### src/rtl/proj_pkg.sv
// Shared constants and types for the projection hasher.
//   HASHER_DATA_LEN          width of one input data word
//   INDICE_LEN               width of element indices and counts
//   HASHER_SORTER_SIGNATURE  width of the signature handed to the sorter
//   HASH_MULT / HASH_SEED    multiplicative hash constant and default seed
//   hasher_state_e           hasher control FSM states
package proj_pkg;

    localparam int unsigned HASHER_DATA_LEN         = 32;
    localparam int unsigned INDICE_LEN              = 8;
    localparam int unsigned HASHER_SORTER_SIGNATURE = 32;

    localparam logic [31:0] HASH_MULT = 32'h9E3779B1;
    localparam logic [31:0] HASH_SEED = 32'h0000_0000;

    // Three hash stages plus the sorter's own input register.
    localparam logic [1:0] DRAIN_LAST = 2'd3;

    typedef enum logic [2:0] {
        StIdle,
        StClear,
        StAccept,
        StDrain,
        StDone
    } hasher_state_e;

endpackage

### src/rtl/proj_hash_pipe.sv
// Three-stage hash pipeline feeding the sorter.
//   s1 = data ^ seed; s2 = s1 * HASH_MULT (truncated); s3 = s2 ^ (s2 >> SIGNATURE_LEN/2)
// An all-ones signature marks a bubble, so a real hash of all-ones is remapped to all-ones - 1.
// Ports:
//   clk, rst_n     clock, synchronous active-low reset (clears every stage to a bubble)
//   in_valid       a word enters the pipe this cycle
//   in_data        data word
//   in_index       index travelling alongside the word
//   seed           hash seed
//   out_signature  signature, all-ones for a bubble
//   out_index      index, 0 for a bubble
module proj_hash_pipe
    import proj_pkg::*;
#(
    parameter int unsigned DATA_LEN      = HASHER_DATA_LEN,
    parameter int unsigned INDICE_LEN    = proj_pkg::INDICE_LEN,
    parameter int unsigned SIGNATURE_LEN = HASHER_SORTER_SIGNATURE
) (
    input  logic                     clk,
    input  logic                     rst_n,
    input  logic                     in_valid,
    input  logic [DATA_LEN-1:0]      in_data,
    input  logic [INDICE_LEN-1:0]    in_index,
    input  logic [DATA_LEN-1:0]      seed,
    output logic [SIGNATURE_LEN-1:0] out_signature,
    output logic [INDICE_LEN-1:0]    out_index
);

    localparam logic [SIGNATURE_LEN-1:0] SigBubble   = '1;
    localparam logic [SIGNATURE_LEN-1:0] SigReserved = {{(SIGNATURE_LEN-1){1'b1}}, 1'b0};
    localparam logic [SIGNATURE_LEN-1:0] Mult        = SIGNATURE_LEN'(HASH_MULT);

    logic                     s1_vld_q, s2_vld_q;
    logic [DATA_LEN-1:0]      s1_q;
    logic [SIGNATURE_LEN-1:0] s2_q, s2_d, s3, sig_d, sig_q;
    logic [INDICE_LEN-1:0]    s1_idx_q, s2_idx_q, idx_q;

    always_comb begin
        s2_d = SIGNATURE_LEN'(s1_q) * Mult;
        s3   = s2_q ^ (s2_q >> (SIGNATURE_LEN / 2));
        if (!s2_vld_q) begin
            sig_d = SigBubble;
        end else if (s3 == SigBubble) begin
            sig_d = SigReserved;
        end else begin
            sig_d = s3;
        end
    end

    always_ff @(posedge clk) begin
        if (!rst_n) begin
            s1_vld_q <= 1'b0;
            s1_q     <= '0;
            s1_idx_q <= '0;
            s2_vld_q <= 1'b0;
            s2_q     <= '0;
            s2_idx_q <= '0;
            sig_q    <= SigBubble;
            idx_q    <= '0;
        end else begin
            s1_vld_q <= in_valid;
            s1_q     <= in_data ^ seed;
            s1_idx_q <= in_index;
            s2_vld_q <= s1_vld_q;
            s2_q     <= s2_d;
            s2_idx_q <= s1_idx_q;
            sig_q    <= sig_d;
            idx_q    <= s2_vld_q ? s2_idx_q : '0;
        end
    end

    assign out_signature = sig_q;
    assign out_index     = idx_q;

endmodule

### src/rtl/proj_hasher.sv
// Projection hasher: accepts a set of in_count words, hashes each with its index and streams
// (signature, index) pairs to a downstream sorter, then pulses out_done once the sorter is final.
// Optional macro PROJ_HASHER_SEED_EN adds port in_seed, latched on an accepted in_start.
// Ports:
//   clk, rst_n        clock, synchronous active-low reset
//   in_start          begin a new set (IDLE only), in_count sampled with it
//   in_data/in_valid  word stream, accepted when in_valid && out_ready
//   in_seed           hash seed (PROJ_HASHER_SEED_EN only)
//   out_ready         high only while accepting words
//   out_signature     signature to the sorter, all-ones = bubble
//   out_index         index paired with out_signature
//   out_sorter_rst_n  active-low sorter clear, ANDed with rst_n
//   out_busy          high outside IDLE
//   out_done          one-cycle pulse, sorter output final
module proj_hasher
    import proj_pkg::*;
#(
    parameter int unsigned DATA_LEN      = HASHER_DATA_LEN,
    parameter int unsigned INDICE_LEN    = proj_pkg::INDICE_LEN,
    parameter int unsigned SIGNATURE_LEN = HASHER_SORTER_SIGNATURE
) (
    input  logic                     clk,
    input  logic                     rst_n,
    input  logic                     in_start,
    input  logic [INDICE_LEN-1:0]    in_count,
    input  logic [DATA_LEN-1:0]      in_data,
`ifdef PROJ_HASHER_SEED_EN
    input  logic [DATA_LEN-1:0]      in_seed,
`endif
    input  logic                     in_valid,
    output logic                     out_ready,
    output logic [SIGNATURE_LEN-1:0] out_signature,
    output logic [INDICE_LEN-1:0]    out_index,
    output logic                     out_sorter_rst_n,
    output logic                     out_busy,
    output logic                     out_done
);

    hasher_state_e           state_q;
    logic [INDICE_LEN-1:0]   count_q, index_q;
    logic [1:0]              drain_q;
    logic                    ready_q, busy_q, done_q, clear_q;
    logic                    accept, last_word;
    logic [DATA_LEN-1:0]     seed;

`ifdef PROJ_HASHER_SEED_EN
    logic [DATA_LEN-1:0] seed_q;

    always_ff @(posedge clk) begin
        if (!rst_n) begin
            seed_q <= '0;
        end else if (state_q == StIdle && in_start) begin
            seed_q <= in_seed;
        end
    end

    assign seed = seed_q;
`else
    assign seed = DATA_LEN'(HASH_SEED);
`endif

    // ready_q mirrors state_q == StAccept, so it doubles as the accept qualifier.
    assign accept    = ready_q && in_valid;
    assign last_word = ({1'b0, index_q} + (INDICE_LEN + 1)'(1)) == {1'b0, count_q};

    always_ff @(posedge clk) begin
        if (!rst_n) begin
            state_q <= StIdle;
            count_q <= '0;
            index_q <= '0;
            drain_q <= '0;
            ready_q <= 1'b0;
            busy_q  <= 1'b0;
            done_q  <= 1'b0;
            clear_q <= 1'b0;
        end else begin
            ready_q <= 1'b0;
            done_q  <= 1'b0;
            clear_q <= 1'b0;
            unique case (state_q)
                StIdle: begin
                    if (in_start) begin
                        state_q <= StClear;
                        count_q <= in_count;
                        index_q <= '0;
                        clear_q <= 1'b1;
                        busy_q  <= 1'b1;
                    end
                end
                StClear: begin
                    if (count_q == '0) begin
                        state_q <= StDone;
                        done_q  <= 1'b1;
                    end else begin
                        state_q <= StAccept;
                        ready_q <= 1'b1;
                    end
                end
                StAccept: begin
                    if (accept && last_word) begin
                        index_q <= index_q + INDICE_LEN'(1);
                        state_q <= StDrain;
                        drain_q <= '0;
                    end else begin
                        if (accept) begin
                            index_q <= index_q + INDICE_LEN'(1);
                        end
                        ready_q <= 1'b1;
                    end
                end
                StDrain: begin
                    if (drain_q == DRAIN_LAST) begin
                        state_q <= StDone;
                        done_q  <= 1'b1;
                    end else begin
                        drain_q <= drain_q + 2'd1;
                    end
                end
                StDone: begin
                    state_q <= StIdle;
                    busy_q  <= 1'b0;
                end
                default: begin
                    state_q <= StIdle;
                    busy_q  <= 1'b0;
                end
            endcase
        end
    end

    proj_hash_pipe #(
        .DATA_LEN      (DATA_LEN),
        .INDICE_LEN    (INDICE_LEN),
        .SIGNATURE_LEN (SIGNATURE_LEN)
    ) u_pipe (
        .clk           (clk),
        .rst_n         (rst_n),
        .in_valid      (accept),
        .in_data       (in_data),
        .in_index      (index_q),
        .seed          (seed),
        .out_signature (out_signature),
        .out_index     (out_index)
    );

    assign out_ready        = ready_q;
    assign out_busy         = busy_q;
    assign out_done         = done_q;
    assign out_sorter_rst_n = rst_n & ~clear_q;

endmodule

### config.mk
export PLATFORM = sky130hd
export DESIGN_NAME = proj_hasher
export DESIGN_NICKNAME = d
export VERILOG_FILES = /design/src/rtl/proj_pkg.sv /design/src/rtl/proj_hash_pipe.sv /design/src/rtl/proj_hasher.sv
export SDC_FILE = /design/constraint.sdc
export NUM_CORES = 1
export LEC_CHECK = 0
export ABC_AREA = 1
export BUFFER_PORTS_ARGS = -buffer_cell sky130_fd_sc_hd__buf_4
export CAP_MARGIN = 20
export CORE_UTILIZATION = 68
export CTS_CLUSTER_DIAMETER = 80
export DETAILED_ROUTE_END_ITERATION = 16
export MAX_ROUTING_LAYER = met4
export PLACE_DENSITY_LB_ADDON = 0.05
export SLEW_MARGIN = 10
export SYNTH_ARGS = -nofsm -noshare
export SYNTH_HDL_FRONTEND = slang
export SYNTH_SLANG_ARGS = --single-unit
export TNS_END_PERCENT = 30
### constraint.sdc
create_clock -name clk -period 15.1 [get_ports clk]
set_input_delay 2.265 -clock clk [delete_from_list [all_inputs] [get_ports clk]]
set_output_delay 2.265 -clock clk [all_outputs]
set_load 0.005 [all_outputs]
==> metrics.yaml, run 1 <==
floorplan.die.height_um: 146
max_stage_delay_ns: 0.66
seq_area_frac_synth_pct: 20.9
rsz0062_at_grt: "false"
drive_gt1_share_pct: 7.97
floorplan.core_area_um2: 20200
overflow: 0
slew_headroom_pct: 35.4
maximum_buffer_depth_of_the_clock_tree: 2
drc_viols: 0
postCtsHoldBufs: 0
setup.worst_path.start_class: "flip-flop"
drt-total-wl_mm: 33.1
htreeDepth: 4
tritoncts: "yes"
worst_skew_pair.late_latency_ns: 0.43
detailedRoute.firstPassIterationCount: 5
finish.net_count: 2156
ys_async_rst_share_pct: 0
finalMaxSlewViolations: 0
run_status: "completed"
worstMarginPinSlew_ns: 0.969
cts.sink_count: 147
finClkSkew_ns: 0.0145
ys_dominant_reg_cell: "dfxtp_1"
crit_path_top_delay_cell: "dfxtp_1"
grt_start_max_net_pins: 89
detail_route.vias_per_cell: 5.12
final_min_period_over_clock_period_pct: 45.8
critPathBufInv: 8
die_width_um: 146
first_iter_violations: 422
detailedPlacementHpwl_mm: 27.8
antenna_found_initial: 1
clock-root-buffer: "clkbuf_16"
grt_pass1_vias: 11000
data_required_time_of_the_critical_path_ns: 15.44
max_clock_freq_mhz: 145
first_pass_grt_wire_length_mm: 54.6
route.antenna.remaining_nets: 0
vias: 10300
place.gp.congestion: 0.976
setup.worst_path.end_class: "flip-flop"
number_of_enable_flip_flop_cells_after_synthesis: 0
floorplan.initialDensity_pct: 69.5
layout_overhead_on_the_synthesized_area_pct: 10.6
critical_path_arrival_ns: 7.25
crit_fanout: 9
nFillCells: 1449
cts_buffers: 17
ys.warnings.count: 0
io_pins: 88
wl_per_cell_um: 16.5
post_synth.cell_area_avg_um2: 8.64
setup_violations: 0
io_buffer_count: 87
cts.repair.resized: 0
max_capacitance_violation_count: 0
cpLargestDelayFamily: "adder cells"
placementRows: 52
floorplan.die_area_um2: 21300
synthDominantAreaCellType: "fa_1"
placed_cells: 1970
cts.repair_timing.setup_buffer_count: 0
finalHoldViolations: 0
ys_top_cells_by_area: "fa_1 29%, dfxtp_1 21%, ha_1 17%, inv_1 14%, nand2_1 6.5%"
syn_nets: 2064
path_clk_slew_ns: 0.07
period_needed_ns: 6.91
synth.ff_latch_count: 147
holdCritPathClass: "reg2reg"
synth.cell_area_um2: 14100
layout_commonest_cell: "inv_1"
postSynthCellCount: 1627
groute.usage.overall_pct: 35.2
highest_count_cells_in_the_layout_ignoring_fill_and_taps: "522 x inv_1, 245 x nand2_1, 204 x fa_1"
stdcell_count: 2003
worst-setup-path-type: "reg2reg"
post-synth-top-area-fraction_pct: 29.1
setup_total_negative_slack_ns: 0
synth.lib_cells_used.distinct: 40
-- state kept, by name (all words and copies together), names as in the netlist --
| name | count |
|---|---|
| u_pipe.out_signature | 32 |
| count_q | 8 |
| out_ready | 1 |
| drain_q | 2 |
| u_pipe.s1_q | 32 |
| index_q | 8 |
| u_pipe.s2_q | 32 |
| u_pipe.s2_vld_q | 1 |
| clear_q | 1 |
| out_busy | 1 |
| out_done | 1 |
| u_pipe.s1_idx_q | 8 |
| u_pipe.out_index | 8 |
| u_pipe.s1_vld_q | 1 |
| state_q | 3 |
| u_pipe.s2_idx_q | 8 |
-- final timing paths --
check / start / end / slack, ns / depth (start not counted)
worst max-delay path: u_pipe.s1_q[5] / u_pipe.s2_q[28] / 8.19 / 25
worst min-delay path: u_pipe.s2_idx_q[3] / u_pipe.out_index[3] / 0.41 / 2
worst max register to register: u_pipe.s1_q[5] / u_pipe.s2_q[28] / 8.19 / 25
worst min register to register: u_pipe.s2_idx_q[3] / u_pipe.out_index[3] / 0.41 / 2
-- cells in the mapped netlist, types with 2 or more instances --
| cell type | number |
|---|---|
| a21oi_1 | 72 |
| nor4_1 | 7 |
| o21ai_2 | 2 |
| fa_1 | 204 |
| buf_1 | 2 |
| nand4_1 | 11 |
| nor2_1 | 59 |
| nand2_1 | 245 |
| xor2_1 | 8 |
| nand3b_1 | 4 |
| a21o_1 | 2 |
| buf_6 | 3 |
| nor3_1 | 5 |
| nand3_1 | 36 |
| nand2_2 | 3 |
| xnor2_1 | 23 |
| a31oi_1 | 2 |
| buf_2 | 2 |
| nand3_2 | 3 |
| inv_1 | 522 |
| o21ai_0 | 38 |
| o22ai_1 | 5 |
| nor2_2 | 4 |
| ha_1 | 189 |
| o21ai_1 | 3 |
| clkbuf_1 | 9 |
| dfxtp_1 | 147 |
| o21a_1 | 5 |
-- tightest hold or removal path: cells and delay by family, from the launching register on --
family / cells / cell delay [ns]
flops: 1 / 0.29
buf+inv: 1 / 0.04
simple gates: 1 / 0.03
-- area by class of cell --
class / instances / area (µm²) / area share, %
diodes: 1 / 2.50 / 0.0161
clock buffers: 19 / 453 / 2.91
clock inverters: 13 / 113 / 0.724
inverters: 523 / 1960 / 12.6
multi-input cells: 941 / 9070 / 58.3
flip-flops and latches: 147 / 2940 / 18.9
well taps: 270 / 338 / 2.17
repair buffers: 89 / 668 / 4.30
-- cell families (layout without fill, tap and decap cells) --
| logic type | count (synthesis) | count (layout) | share of synthesized area, % |
|---|---|---|---|
| buf+inv | 539 | 644 | 14.6 |
| fa+ha+maj | 393 | 393 | 45.9 |
| simple gates | 381 | 381 | 11.4 |
| flops | 147 | 147 | 20.9 |
| compound gates | 135 | 135 | 5.18 |
| xor+xnor | 32 | 32 | 2.05 |
| other cells | 0 | 1 | 0 |
-- metal layers --
layer	routed length, µm	track usage [%]	vias up
met4	1640	17.4	0
met3	2040	7.18	93
li1	-	-	5001
met1	13300	40.6	4876
met5	0	-	-
met2	16100	58.3	291
-- through the flow --
step                util, %  setup slack (ns)  hold WS (ns)  area, µm²
floorplan                 -              8.87         0.390      14100
global placement       74.0              8.28         0.392      15000
detailed placement     74.0              8.21         0.397      15000
CTS                    76.8              8.18         0.410      15500
global route           76.8              7.81         0.424      15500
finish                 76.8              8.19         0.411      15500
Power of run 1 is left out: the tool's default activity adds up to more than one toggle a clock period on the data nets, which glitch-free logic cannot reach.
==> run 2, diff against run 1 <==
--- a/config.mk
+++ b/config.mk
@@ -8,7 +8,7 @@
 export ABC_AREA = 1
 export BUFFER_PORTS_ARGS = -buffer_cell sky130_fd_sc_hd__buf_4
 export CAP_MARGIN = 20
-export CORE_UTILIZATION = 68
+export CORE_UTILIZATION = 63
 export CTS_CLUSTER_DIAMETER = 80
 export DETAILED_ROUTE_END_ITERATION = 16
 export MAX_ROUTING_LAYER = met4
==> constraint.sdc (replaced) <==
create_clock -name clk -period 7.22 [get_ports clk]
set_input_delay 1.083 -clock clk [delete_from_list [all_inputs] [get_ports clk]]
set_output_delay 1.083 -clock clk [all_outputs]
set_load 0.005 [all_outputs]
==> run 2 against run 1 <==
First-iteration DRC count rose by 26%. Non-clock buffer count rose by 12. Via count rose by 1.2%. Sequential cell count did not move. Cell count rose by 1.0%. Critical path depth fell by 1. Die area rose by 7.8%. Critical endpoint is now u_pipe.s2_q[24]. Highest routed layer unchanged.
==> metrics.yaml, run 2 (synthesis gave the netlist of run 1 again) <==
detailedRoute.firstPassIterationCount: 5
critical_path.reg2reg.startpoint: "u_pipe.s1_q[3]"
tritoncts: "yes"
floorplan.die.height_um: 151
detail_route.vias_per_cell: 5.13
antenna_found_initial: 0
htreeDepth: 4
io_buffer_count: 87
finish.net_count: 2168
first_pass_grt_wire_length_mm: 54.5
first_iter_violations: 532
placementRows: 54
crit_path_top_delay_cell: "fa_1"
route.antenna.remaining_nets: 0
floorplan.initialDensity_pct: 64.4
slew_headroom_pct: 35.0
placed_cells: 1992
clock-root-buffer: "clkbuf_16"
setup_violations: 0
stdcell_count: 2024
max_clock_freq_mhz: 145
nFillCells: 1767
setup_total_negative_slack_ns: 0
startpoint: "u_pipe.s1_q[3]"
io_pins: 88
worst-setup-path-type: "reg2reg"
run_status: "completed"
drive_gt1_share_pct: 8.49
maximum_buffer_depth_of_the_clock_tree: 2
num_antenna_cells: 0
detailedPlacementHpwl_mm: 28.2
final_min_period_over_clock_period_pct: 95.3
floorplan.core_area_um2: 21800
path_clk_slew_ns: 0.06
finish.instance_area_um2: 15800
holdCritPathClass: "reg2reg"
cpMostUsedCell: "fa_1"
cts.repair_timing.setup_buffer_count: 0
grt_pass1_vias: 10700
postCtsHoldBufs: 0
setup.worst_path.start_class: "flip-flop"
dpl_cell_area_um2: 15100
worstMarginPinSlew_ns: 0.975
hold_start: "u_pipe.s2_idx_q[7]"
drt-total-wl_mm: 33.7
path_cells: "inv_1, fa_1, inv_1, fa_1, fa_1, inv_1, fa_1, inv_1, fa_1, ha_1, fa_1, inv_1, fa_1, inv_1, ha_1, a21oi_1, o21ai_0, a21oi_1, nand2_1, a21oi_1, o21ai_1, nand2_1, nand2_1, nor2_1"
vias: 10400
max_stage_delay_ns: 0.57
critical_path_arrival_ns: 7.21
max_capacitance_violation_count: 0
highest_count_cells_in_the_layout_ignoring_fill_and_taps: "522 x inv_1, 245 x nand2_1, 204 x fa_1"
layout_commonest_cell: "inv_1"
overflow: 0
finClkSkew_ns: 0.0211
cts.sink_count: 147
die_width_um: 151
setup.worst_path.end_class: "flip-flop"
groute.usage.overall_pct: 33.3
cts.repair.resized: 0
finalMaxSlewViolations: 0
crit_fanout: 5
data_required_time_of_the_critical_path_ns: 7.55
worst_skew_pair.late_latency_ns: 0.43
finalHoldViolations: 0
floorplan.die_area_um2: 22900
rsz0062_at_grt: "false"
wl_per_cell_um: 16.7
period_needed_ns: 6.88
reg2reg_depth: 24
cts_buffers: 17
layout.core_utilization_pct: 72.2
place.gp.congestion: 0.982
drc_viols: 0
hold-path-cell-count: 2
grt_start_max_net_pins: 89
layout_overhead_on_the_synthesized_area_pct: 12.1
run 2: area by class of cell:
cell class,instances,area [µm²],area share [%]
Clock buffer,19,433,2.75
Clock inverter,13,245,1.56
Inverter,523,1960,12.5
Multi-Input combinational cell,941,9070,57.5
Sequential cell,147,2940,18.7
Tap cell,280,350,2.22
Timing Repair Buffer,101,758,4.81
run 2: routing by layer:
layer	global-route usage, %	wire (µm)
met1	40.8	14000
met2	53.9	16100
met3	7.08	2390
met4	12.6	1180
met5	-	0
run 2: through the flow:
step / hold WS [ns] / setup slack, ns
after floorplan: 0.390 / 0.987
after global placement: 0.393 / 0.584
after detailed placement: 0.396 / 0.535
after CTS: 0.411 / 0.440
after global routing: 0.422 / 0.101
final: 0.408 / 0.341
run 2: worst paths after layout:
path	endpoint	slack, ns
setup reg to reg	u_pipe.s2_q[24]	0.34
hold reg to reg	u_pipe.out_index[7]	0.41
setup / recovery	u_pipe.s2_q[24]	0.34
hold / removal	u_pipe.out_index[7]	0.41
run 2: critical path, delay by kind of cell (launching register included):
| kind | cells | cell delay, ns |
|---|---|---|
| compound gates | 5 | 1.09 |
| fa+ha+maj | 9 | 4.43 |
| buf+inv | 6 | 0.42 |
| flops | 1 | 0.38 |
| simple gates | 4 | 0.47 |
Power of run 2 is left out for the same reason.
